File: src/rtl/fft_pkg.sv
// Shared constants, types and helpers for the 32-point SDF FFT output stage.
package fft_pkg;
    localparam int N    = 32;
    localparam int LOGN = 5;
    localparam int DW   = 12;

    typedef enum logic {
        RD_IDLE = 1'b0,
        RD_READ = 1'b1
    } rd_state_t;

    typedef struct packed {
        logic signed [DW-1:0] re;
        logic signed [DW-1:0] im;
    } cplx_t;

    function automatic logic [LOGN-1:0] bitrev5(input logic [LOGN-1:0] a);
        logic [LOGN-1:0] r;
        for (int b = 0; b < LOGN; b++) r[b] = a[LOGN-1-b];
        return r;
    endfunction
endpackage

File: src/rtl/fft_pingpong_ram.sv
// Two-bank (2*N entries) simple dual-port sample RAM with a registered read port.
module fft_pingpong_ram
    import fft_pkg::*;
(
    input  logic            clk,
    input  logic            we,
    input  logic            wr_bank,
    input  logic [LOGN-1:0] wr_addr,
    input  cplx_t           wr_data,
    input  logic            re,
    input  logic            rd_bank,
    input  logic [LOGN-1:0] rd_addr,
    output cplx_t           rd_data
);
    cplx_t mem [2*N];

    always_ff @(posedge clk) begin
        if (we) mem[{wr_bank, wr_addr}] <= wr_data;
        if (re) rd_data <= mem[{rd_bank, rd_addr}];
    end
endmodule

File: src/rtl/fft_out_reorder32.sv
// Bit-reversed to natural-order reorder buffer for the 32-point SDF FFT output,
// ping-pong banked so consecutive frames stream without gaps.
module fft_out_reorder32
    import fft_pkg::*;
(
    input  logic                 clk,
    input  logic                 rst,
    input  logic                 valid_i,
    input  logic signed [DW-1:0] data_in_r,
    input  logic signed [DW-1:0] data_in_i,
    output logic                 valid_o,
    output logic signed [DW-1:0] data_out_r,
    output logic signed [DW-1:0] data_out_i,
    output logic [LOGN-1:0]      index_o,
    output logic                 frame_o
);
    logic [LOGN-1:0] wr_cnt;
    logic            wr_bank;
    logic [1:0]      full, full_n;
    logic            we, wr_done, wr_blocked;

    rd_state_t       state, state_n;
    logic            rd_bank, rd_bank_n;
    logic [LOGN-1:0] rd_cnt, rd_cnt_n;
    logic            rd_en, rd_last, oldest;

    logic            vld_q, frm_q;
    logic [LOGN-1:0] idx_q;
    cplx_t           wr_data, rd_data;

    assign rd_last = (state == RD_READ) && (rd_cnt == LOGN'(N-1));

    // A full bank may only be refilled once its last read address is issuing;
    // a sample aimed at a still-occupied bank is dropped and the count holds.
    assign wr_blocked = full[wr_bank] && !(rd_last && (rd_bank == wr_bank));
    assign we         = valid_i && !wr_blocked;
    assign wr_done    = we && (wr_cnt == LOGN'(N-1));
    assign wr_data    = '{re: data_in_r, im: data_in_i};

    always_ff @(posedge clk or posedge rst) begin
        if (rst) begin
            wr_cnt  <= '0;
            wr_bank <= 1'b0;
        end else if (we) begin
            wr_cnt <= wr_cnt + 1'b1;
            if (wr_cnt == LOGN'(N-1)) wr_bank <= ~wr_bank;
        end
    end

    always_comb begin
        full_n = full;
        if (rd_last) full_n[rd_bank] = 1'b0;
        if (wr_done) full_n[wr_bank] = 1'b1;
    end

    always_ff @(posedge clk or posedge rst) begin
        if (rst) full <= '0;
        else     full <= full_n;
    end

    // With both banks full the older one is the bank the writer is waiting on.
    assign oldest = (&full) ? wr_bank : full[1];

    always_ff @(posedge clk or posedge rst) begin
        if (rst) begin
            state   <= RD_IDLE;
            rd_bank <= 1'b0;
            rd_cnt  <= '0;
        end else begin
            state   <= state_n;
            rd_bank <= rd_bank_n;
            rd_cnt  <= rd_cnt_n;
        end
    end

    always_comb begin
        state_n   = state;
        rd_bank_n = rd_bank;
        rd_cnt_n  = rd_cnt;
        rd_en     = 1'b0;
        case (state)
            RD_IDLE: begin
                if (|full) begin
                    rd_bank_n = oldest;
                    rd_cnt_n  = '0;
                    state_n   = RD_READ;
                end
            end
            RD_READ: begin
                rd_en    = 1'b1;
                rd_cnt_n = rd_cnt + 1'b1;
                if (rd_last) begin
                    if (full[~rd_bank]) rd_bank_n = ~rd_bank;
                    else                state_n   = RD_IDLE;
                end
            end
            default: state_n = RD_IDLE;
        endcase
    end

    fft_pingpong_ram u_ram (
        .clk     (clk),
        .we      (we),
        .wr_bank (wr_bank),
        .wr_addr (bitrev5(wr_cnt)),
        .wr_data (wr_data),
        .re      (rd_en),
        .rd_bank (rd_bank),
        .rd_addr (rd_cnt),
        .rd_data (rd_data)
    );

    always_ff @(posedge clk or posedge rst) begin
        if (rst) begin
            vld_q <= 1'b0;
            frm_q <= 1'b0;
            idx_q <= '0;
        end else begin
            vld_q <= rd_en;
            frm_q <= rd_en && (rd_cnt == '0);
            if (rd_en) idx_q <= rd_cnt;
        end
    end

    // The RAM read register has no reset, so the data is qualified by the
    // resettable valid to keep the outputs at zero in and after reset.
    assign valid_o    = vld_q;
    assign frame_o    = frm_q;
    assign index_o    = idx_q;
    assign data_out_r = vld_q ? rd_data.re : '0;
    assign data_out_i = vld_q ? rd_data.im : '0;
endmodule

File: config.mk
export PLATFORM = sky130hd
export DESIGN_NAME = fft_out_reorder32
export DESIGN_NICKNAME = d
export VERILOG_FILES = /design/src/rtl/fft_pkg.sv /design/src/rtl/fft_pingpong_ram.sv /design/src/rtl/fft_out_reorder32.sv
export SDC_FILE = /design/constraint.sdc
export NUM_CORES = 1
export LEC_CHECK = 0
export ABC_CLOCK_PERIOD_IN_PS = 11200
export BUFFER_PORTS_ARGS = -buffer_cell sky130_fd_sc_hd__buf_2
export CAP_MARGIN = 20
export CORE_AREA = 2 2 371 557
export DETAILED_ROUTE_END_ITERATION = 8
export DIE_AREA = 0 0 373 559
export MAX_ROUTING_LAYER = met4
export PLACE_DENSITY = 0.53
export REMOVE_ABC_BUFFERS = 1
export SKIP_CTS_REPAIR_TIMING = 1
export SLEW_MARGIN = 15
export SYNTH_ARGS = -nofsm -noshare
export SYNTH_HDL_FRONTEND = slang
export SYNTH_SLANG_ARGS = --single-unit
File: constraint.sdc
create_clock -name clk -period 11.2 [get_ports clk]
set_input_delay 0.56 -clock clk [delete_from_list [all_inputs] [get_ports clk]]
set_output_delay 0.56 -clock clk [all_outputs]
set_load 0.05 [all_outputs]
==> metrics, run 1 <==
number of I/O pins=58; DR iter-0 viols=2,932; xor and xnor fraction of the mapped netlist area=0.0719%; height of the die=559 µm; Initial Util=29.9%; post-synth design cell area=60,900 µm²; slew at the pin closest to its max-slew limit=1.21 ns; number of enable-type register cells in the synthesized netlist=1,560; cell occurring most often along the worst timing path=sky130_fd_sc_hd__buf_4; Placed Cells=5,562; later-pin clock latency in the skew report=0.80 ns; maximum operating frequency=0.184 GHz; routability cong.=0.802; number of iterations in the first detailed-routing pass=5; Critical Path Fanout Max=53; pin count of the biggest net entering global routing=106; endpoints failing setup=0; sequential cell area fraction in the yosys report=77.9%; area share of and/or/nand/nor cells after synthesis=2.27%; status=finished, violations left; total length of routed wires=176,000 µm; Worst Path Arrival=5.89 ns; CP bufs+invs=3; slowest stage cell, crit path=sky130_fd_sc_hd__a2111oi_1; number of buffers on the longest clock path=4; final core area utilization=34.2%; violated checks=hold timing; multiplexer area fraction after synthesis=15.0%; register bit count reported by yosys=1,582; Worst Clk Skew=0.0543 ns; share of async-settable or async-resettable flops after synthesis=1.39%; fraction of the mapped netlist area in compound gates=3.18%; final critical delay including setup and external delays=5.43 ns; Inserted Clock Buffers=148; Crit Path Class=register to register; via count of the first global-routing pass=30,700; DRC violations left=0; Max Slew Vio Count=0; gate count after technology mapping=2,862; total track usage=17.1%; required arrival time at the worst endpoint=11.66 ns; site row count=203; root buffer selected by CTS=sky130_fd_sc_hd__clkbuf_16; normalized max-slew margin=19.2%; clock transition at the registers of the reported paths=0.06 ns; period utilization=48.5%; Final Hold Fails=21; total power per unit cell area=182 nW/µm²; horizontal die dimension=373 µm; H-tree level count=4; number of port buffers=57; count of clock tree sinks=1,582; die area=209,000 µm²; commonest register cell after synthesis=sky130_fd_sc_hd__edfxtp_1; Worst VDD drop=0.110 mV; TritonCTS clock tree=done; fraction of layout cells with a size suffix above 1=26.8%; Filler Cell Count=18,900; syn avg cell area=21.3 µm²; number of warning messages in the yosys log=0; Largest delay share family, worst path=buffers and inverters; distinct cell type count of the synthesized netlist=48; number of nets with antenna violations after routing=0; average routed wire per standard cell=30.3 µm; average vias per placed instance=5.11; unrepaired setup endpoints after global routing=no; final net count=3,081; area of the core region=203,000 µm²; main combinational cell family by area after synthesis=multiplexers; delay of the slowest cell on the worst path=1.10 ns; global route total overflow=0; worst path cell trace=buf_4 > buf_4 > buf_4 > mux4_2 > a22oi_1 > nand2_1 > a2111oi_1 > a221oi_1; class of the worst hold path=primary input to async pin; leading cell types in the layout, fill and taps excluded=1,560 x sky130_fd_sc_hd__edfxtp_1, 295 x sky130_fd_sc_hd__mux4_2, 186 x sky130_fd_sc_hd__mux2i_1; Worst setup EP type=register; post-layout instance count excluding filler cells=5,819; layout overhead on the synthesized area=14.3%; via count=29,700; post-detail-place hpwl=101,000 µm; Leakage=0.0206 µW; number of antenna violations at the first check in global routing=6; final-layout worst hold slack=-0.0286 ns; nature of the critical path startpoint=register; max-cap check violation count=0; fraction of the mapped netlist area in adder cells=0.103%; global-route wire length before repair=244,000 µm; leading cell type in the layout, fill and taps excluded=sky130_fd_sc_hd__edfxtp_1
-- final cells by class --
type | count | area (µm²) | area share (%)
inverter | 6 | 22.5 | 0.0324
multi-input combinational | 1105 | 12800 | 18.4
antenna | 9 | 22.5 | 0.0324
tap | 2665 | 3330 | 4.79
sequential | 1582 | 47400 | 68.1
clock inverter | 77 | 723 | 1.04
clock buffer | 169 | 3820 | 5.50
timing repair buffer | 206 | 1450 | 2.08
-- worst paths after layout --
check	startpoint	end	slack (ns)	cells past startpoint
setup / recovery	rd_cnt[1]	u_ram.rd_data[20]	5.77	8
min in group clk	data_in_r[8]	u_ram.mem[49][20]	0.44	2
max in group asynchronous	rst	rd_cnt[0]	10.51	2
hold reg to reg	index_o[1]	index_o[1]	0.53	1
setup reg to reg	rd_cnt[1]	u_ram.rd_data[20]	5.77	8
hold / removal	rst	index_o[4]	-0.03	2
-- power by group --
part / leakage [µW] / switching (µW) / internal [µW]
Combinational: 0.00410 / 637 / 367
Clock: 0.00223 / 2170 / 2730
Sequential: 0.0143 / 76.7 / 6680
-- worst register-to-register path, delay by kind of cell, from the launching register on --
family | cells | cell delay [ns]
buf+inv | 3 | 2.24
flops | 1 | 0.81
compound gates | 3 | 1.49
simple gates | 1 | 0.15
mux | 1 | 0.41
-- routing by layer --
| metal | routed length (µm) | up-vias | track usage [%] | share of wire (%) |
|---|---|---|---|---|
| met5 | 0 | - | - | 0 |
| met4 | 7610 | 0 | 7.36 | 4.3 |
| met3 | 8220 | 264 | 1.90 | 4.7 |
| li1 | - | 12300 | - | - |
| met1 | 66600 | 16200 | 19.5 | 38 |
| met2 | 93700 | 989 | 30.2 | 53 |
-- cells in the mapped netlist, drive strengths merged, types with 2 or more instances --
| library cell | n | area [µm²] |
|---|---|---|
| a21oi | 33 | 165 |
| nand2 | 83 | 312 |
| nand4 | 2 | 12.5 |
| and3 | 4 | 25.0 |
| o21ai | 22 | 110 |
| buf | 122 | 761 |
| nor2 | 92 | 345 |
| xnor2 | 4 | 35.0 |
| a2111oi | 19 | 166 |
| nor3 | 26 | 130 |
| inv | 6 | 22.5 |
| or3b | 3 | 26.3 |
| and2 | 30 | 188 |
| a22oi | 40 | 300 |
| mux2i | 186 | 1860 |
| nand3 | 12 | 60.1 |
| nor4 | 9 | 56.3 |
| o22ai | 41 | 257 |
| a221oi | 26 | 228 |
| ha | 5 | 62.6 |
| mux4 | 295 | 6640 |
| a211o | 9 | 78.8 |
| a21boi | 3 | 22.5 |
| a211oi | 21 | 158 |
| nand3b | 7 | 52.6 |
| edfxtp | 1560 | 46800 |
| nor2b | 15 | 93.8 |
| a22o | 3 | 26.3 |
| o221ai | 37 | 324 |
| mux2 | 53 | 597 |
| clkbuf | 47 | 176 |
| a31oi | 7 | 43.8 |
| nand4b | 3 | 26.3 |
| dfrtp | 22 | 551 |
| nand2b | 5 | 31.3 |
-- flip-flops by register name, indices dropped and copies added (netlist names) --
signal,count
frame_o,1
full,2
index_o,5
rd_bank,1
rd_cnt,5
state,1
u_ram.mem,1536
u_ram.rd_data,24
valid_o,1
wr_bank,1
wr_cnt,5
-- cell families (layout without fill, tap and decap cells) --
group	Yosys count	in the layout
XOR/XNOR	5	5
AO/OA/AOI/OAI	267	267
buffers and inverters	175	458
multiplexers	534	534
flip-flops	1582	1582
other	0	9
adder cells (fa/ha/maj)	5	5
AND/OR/NAND/NOR	294	294
-- metrics by stage --
stage                     cell area (µm²)  setup WS, ns  TNS [ns]  total power (µW)
after floorplan                     59900         -5.07  -6020.62              7640
after global placement              64900          4.86         0              7900
after detailed placement            65000          5.91         0              7910
after CTS                           69500          5.91         0             12800
after global routing                69600          5.72         0             13000
final                               69600          5.77         0             12700
Power figures use the tool's default switching activity.
==> inputs of run 2 (changes only) <==
--- a/config.mk
+++ b/config.mk
@@ -5,14 +5,15 @@
 export SDC_FILE = /design/constraint.sdc
 export NUM_CORES = 1
 export LEC_CHECK = 0
-export ABC_CLOCK_PERIOD_IN_PS = 11200
+export ABC_AREA = 1
+export ABC_CLOCK_PERIOD_IN_PS = 4700
 export BUFFER_PORTS_ARGS = -buffer_cell sky130_fd_sc_hd__buf_2
 export CAP_MARGIN = 20
-export CORE_AREA = 2 2 371 557
+export CORE_AREA = 2 2 385 577
 export DETAILED_ROUTE_END_ITERATION = 8
-export DIE_AREA = 0 0 373 559
+export DIE_AREA = 0 0 387 579
 export MAX_ROUTING_LAYER = met4
-export PLACE_DENSITY = 0.53
+export PLACE_DENSITY = 0.54
 export REMOVE_ABC_BUFFERS = 1
 export SKIP_CTS_REPAIR_TIMING = 1
 export SLEW_MARGIN = 15
==> constraint.sdc (replaced) <==
create_clock -name clk -period 4.7 [get_ports clk]
set_input_delay 0.235 -clock clk [delete_from_list [all_inputs] [get_ports clk]]
set_output_delay 0.235 -clock clk [all_outputs]
set_load 0.05 [all_outputs]
==> run 2 against run 1 <==
  * Non-clock buffer count increased by 43
  * Critical path type unchanged
  * Largest cell class unchanged
  * Count of clock-buffer cells in the layout up 18
  * Clock power grew 140%
  * The flow now finishes without violations
  * Register-to-register slack worse by 4.6 ns
==> metrics, run 2 <==
Setup Total Neg Slack=0 ns (unchanged); leading cell types in the layout, fill and taps excluded=1,560 x sky130_fd_sc_hd__edfxtp_1, 1,501 x sky130_fd_sc_hd__nand2_1, 663 x sky130_fd_sc_hd__nor2_1; length of routed met2 wiring=102,000 µm (+8.5%); Inserted Clock Buffers=152 (+2.7%); Max Slew Vio Count=0 (unchanged); routability cong.=0.915 (+14%); period utilization=75.9% (+27 points); combinational share of power=4.8% (-3.1 points); hold depth=1; class of the worst hold path=primary input to register; worst path cell trace=ha_1 > inv_1 > nor2_1 > ha_1 > nand2_1 > o21ai_1 > nand2_1 > inv_2 > nand4_1 > buf_4 > nor2_2 > buf_4; Worst Path Arrival=4.02 ns (-1.87 ns); final-layout worst hold slack=0.0245 ns (+0.0531 ns); endpoints failing setup=0 (unchanged); slowest stage cell, crit path=sky130_fd_sc_hd__dfrtp_4; Int Pwr=22,900 µW (+130%); leading cell type in the layout, fill and taps excluded=sky130_fd_sc_hd__edfxtp_1; H-tree level count=4 (unchanged); DRC violations left=0 (unchanged); register bit count reported by yosys=1,582 (unchanged); final net count=5,889 (+91%); later-pin clock latency in the skew report=0.80 ns (about the same); via count=42,400 (+43%); pre-CTS setup slack=1.13 ns (-4.77 ns); Leakage=0.0274 µW (+33%); fraction of power consumed by the clock network=40.4% (+1.7 points); average vias per placed instance=4.79 (-6.2%); gate count after technology mapping=5,782 (+100%); height of the die=579 µm (+3.6%); status=finished, final reports clean; horizontal die dimension=387 µm (+3.8%); commonest register cell after synthesis=sky130_fd_sc_hd__edfxtp_1; average routed wire per standard cell=22.7 µm (-25%); wire length on met3=9870 µm (+20%); top routing layer used=met4; normalized max-slew margin=25.9% (+6.6 points); number of warning messages in the yosys log=0 (unchanged); Initial Util=29.8% (-0.15 points); unrepaired setup endpoints after global routing=no; post-synth design cell area=65,300 µm² (+7.3%); slew at the pin closest to its max-slew limit=1.11 ns (-0.103 ns); sequential fraction of design power=54.8% (+1.4 points); Worst setup EP type=register; number of antenna violations at the first check in global routing=12 (+6); total track usage=18.0% (+0.90 points); DR iter-0 viols=4,065 (+39%); cell with the most instances after synthesis=sky130_fd_sc_hd__edfxtp_1; distinct cell type count of the synthesized netlist=24 (-50%); area occupied by registers=47,400 µm² (about the same); Worst VDD drop=0.271 mV (+150%); count of clock tree sinks=1,582 (unchanged); root buffer selected by CTS=sky130_fd_sc_hd__clkbuf_16; switching share of power=22.1% (-0.67 points); number of flip-flops under the largest register name=1,536 (unchanged); slack of the critical path=1.13 ns (-4.64 ns); delay of the slowest cell on the worst path=0.60 ns (-0.50 ns); global route total overflow=0 (unchanged); Worst Clk Skew=0.0437 ns (-0.0106 ns); share of async-settable or async-resettable flops after synthesis=1.39% (unchanged); number of port buffers=57 (unchanged); via count of the first global-routing pass=41,000 (+34%); final core area utilization=33.9% (-0.35 points); Routed met1 length=75,600 µm (+14%); Critical Path Fanout Max=15 (-72%); number of nets with antenna violations after routing=0 (unchanged); TritonCTS clock tree=done; pin count of the biggest net entering global routing=182 (+72%); nature of the critical path startpoint=register; Top reg by flops=u_ram.mem; biggest regs=u_ram.mem (1536), u_ram.rd_data (24); number of I/O pins=58 (unchanged); syn avg cell area=11.3 µm² (-47%); total length of routed wires=201,000 µm (+14%); site row count=211 (+3.9%); Final Hold Fails=0 (-100%); number of buffers on the longest clock path=4 (unchanged); fraction of layout cells with a size suffix above 1=8.91% (-18 points); Crit Path Class=register to register; number of enable-type register cells in the synthesized netlist=1,560 (unchanged); area of the core region=219,000 µm² (+7.8%); Filler Cell Count=21,500 (+14%); required arrival time at the worst endpoint=5.16 ns (-6.50 ns); cell type contributing the most total cell area after synthesis=sky130_fd_sc_hd__edfxtp_1; net load switching power=6480 µW (+130%); global-route wire length before repair=286,000 µm (+17%); Post-synth top cells=1,560 x sky130_fd_sc_hd__edfxtp_1, 1,501 x sky130_fd_sc_hd__nand2_1, 728 x sky130_fd_sc_hd__nor2_1, 589 x sky130_fd_sc_hd__nand3_1, 449 x sky130_fd_sc_hd__inv_1; sequential cell area fraction in the yosys report=72.6% (-5.3 points); maximum operating frequency=0.280 GHz (+52%); proportion of netlist area held by the largest area contributor=71.7% (-5.2 points); total power per unit cell area=395 nW/µm² (+120%); final critical delay including setup and external delays=3.57 ns (-1.86 ns); max-cap check violation count=0 (unchanged); reg2reg path depth=12 (+4); area used by multi-input combinational logic=14,800 µm² (+15%); Synth area leaders=sky130_fd_sc_hd__edfxtp_1 72%, sky130_fd_sc_hd__nand2_1 8.6%, sky130_fd_sc_hd__nand3_1 4.5%; clock transition at the registers of the reported paths=0.06 ns (about the same); number of iterations in the first detailed-routing pass=5 (unchanged); layout overhead on the synthesized area=13.7%; die area=224,000 µm² (+7.5%); post-detail-place hpwl=124,000 µm (+23%)
[run 2: cell types whose count changed after synthesis, sizes merged, moves of 40 or more]
cell,before,now
nand3,12,589
mux2i,186,0
mux2,53,0
o22ai,41,0
inv,6,455
buf,122,227
clkbuf,47,101
nor2,92,728
o211ai,1,71
o21ai,22,431
mux4,295,0
nand2,83,1501
a22oi,40,0
[run 2: path summary, 6_finish.rpt]
| path | to | from | slack (ns) |
|---|---|---|---|
| worst max-delay path | u_ram.mem[2][0] | rd_cnt[1] | 1.13 |
| worst min-delay path | u_ram.mem[36][10] | data_in_i[10] | 0.02 |
| worst max register to register | u_ram.mem[2][0] | rd_cnt[1] | 1.13 |
| worst min register to register | index_o[3] | index_o[3] | 0.50 |
| max in group asynchronous | rd_cnt[1] | rst | 3.69 |
| min in group asynchronous | index_o[1] | rst | 0.53 |
[run 2: worst max-delay path, delay by kind of cell, from the launching register on]
family / cells / cell delay, ns
AND/OR/NAND/NOR: 5 / 1.08
buffers and inverters: 4 / 0.97
flip-flops: 1 / 0.60
adder cells (fa/ha/maj): 2 / 0.45
AO/OA/AOI/OAI: 1 / 0.15
[run 2: layer usage]
metal | GRT usage [%] | vias up
met5 | - | -
met4 | 10.5 | 0
met3 | 1.74 | 399
met2 | 31.2 | 1387
met1 | 20.2 | 20900
li1 | - | 19700
[run 2: power groups by stage]
stage / logic (µW) / registers, µW / clock network (µW)
2_1_floorplan: 550 / 16400 / 0
3_3_place_gp: 1400 / 16400 / 0
3_5_place_dp: 1410 / 16400 / 0
4_1_cts: 1420 / 16100 / 12100
5_1_grt: 1510 / 16100 / 12600
6_report: 1410 / 16100 / 11900
[run 2: kinds of logic after synthesis]
family	Yosys count	synth area share, %
AO/OA/AOI/OAI	573	4.66
XOR/XNOR	5	0.0670
adder cells (fa/ha/maj)	5	0.0958
buffers and inverters	784	5.11
flip-flops	1582	72.6
AND/OR/NAND/NOR	2833	17.5
[run 2: area by class of cell]
class                   instances  share of cell area [%]
diodes                          5                  0.0168
clock buffers                 187                    5.40
clock inverters                79                   0.888
inverters                     456                    2.33
multi-input cells            3416                    19.9
flip-flops and latches       1582                    63.8
well taps                    2875                    4.84
repair buffers                249                    2.80
[run 2: metrics by stage]
step | total power, µW | instance area [µm²] | std cells
after floorplan | 16900 | 63700 | 5454
after global placement | 17800 | 69500 | 8569
after detailed placement | 17800 | 69500 | 8570
after CTS | 29500 | 74200 | 8836
after global routing | 30200 | 74300 | 8845
final | 29300 | 74300 | 8849
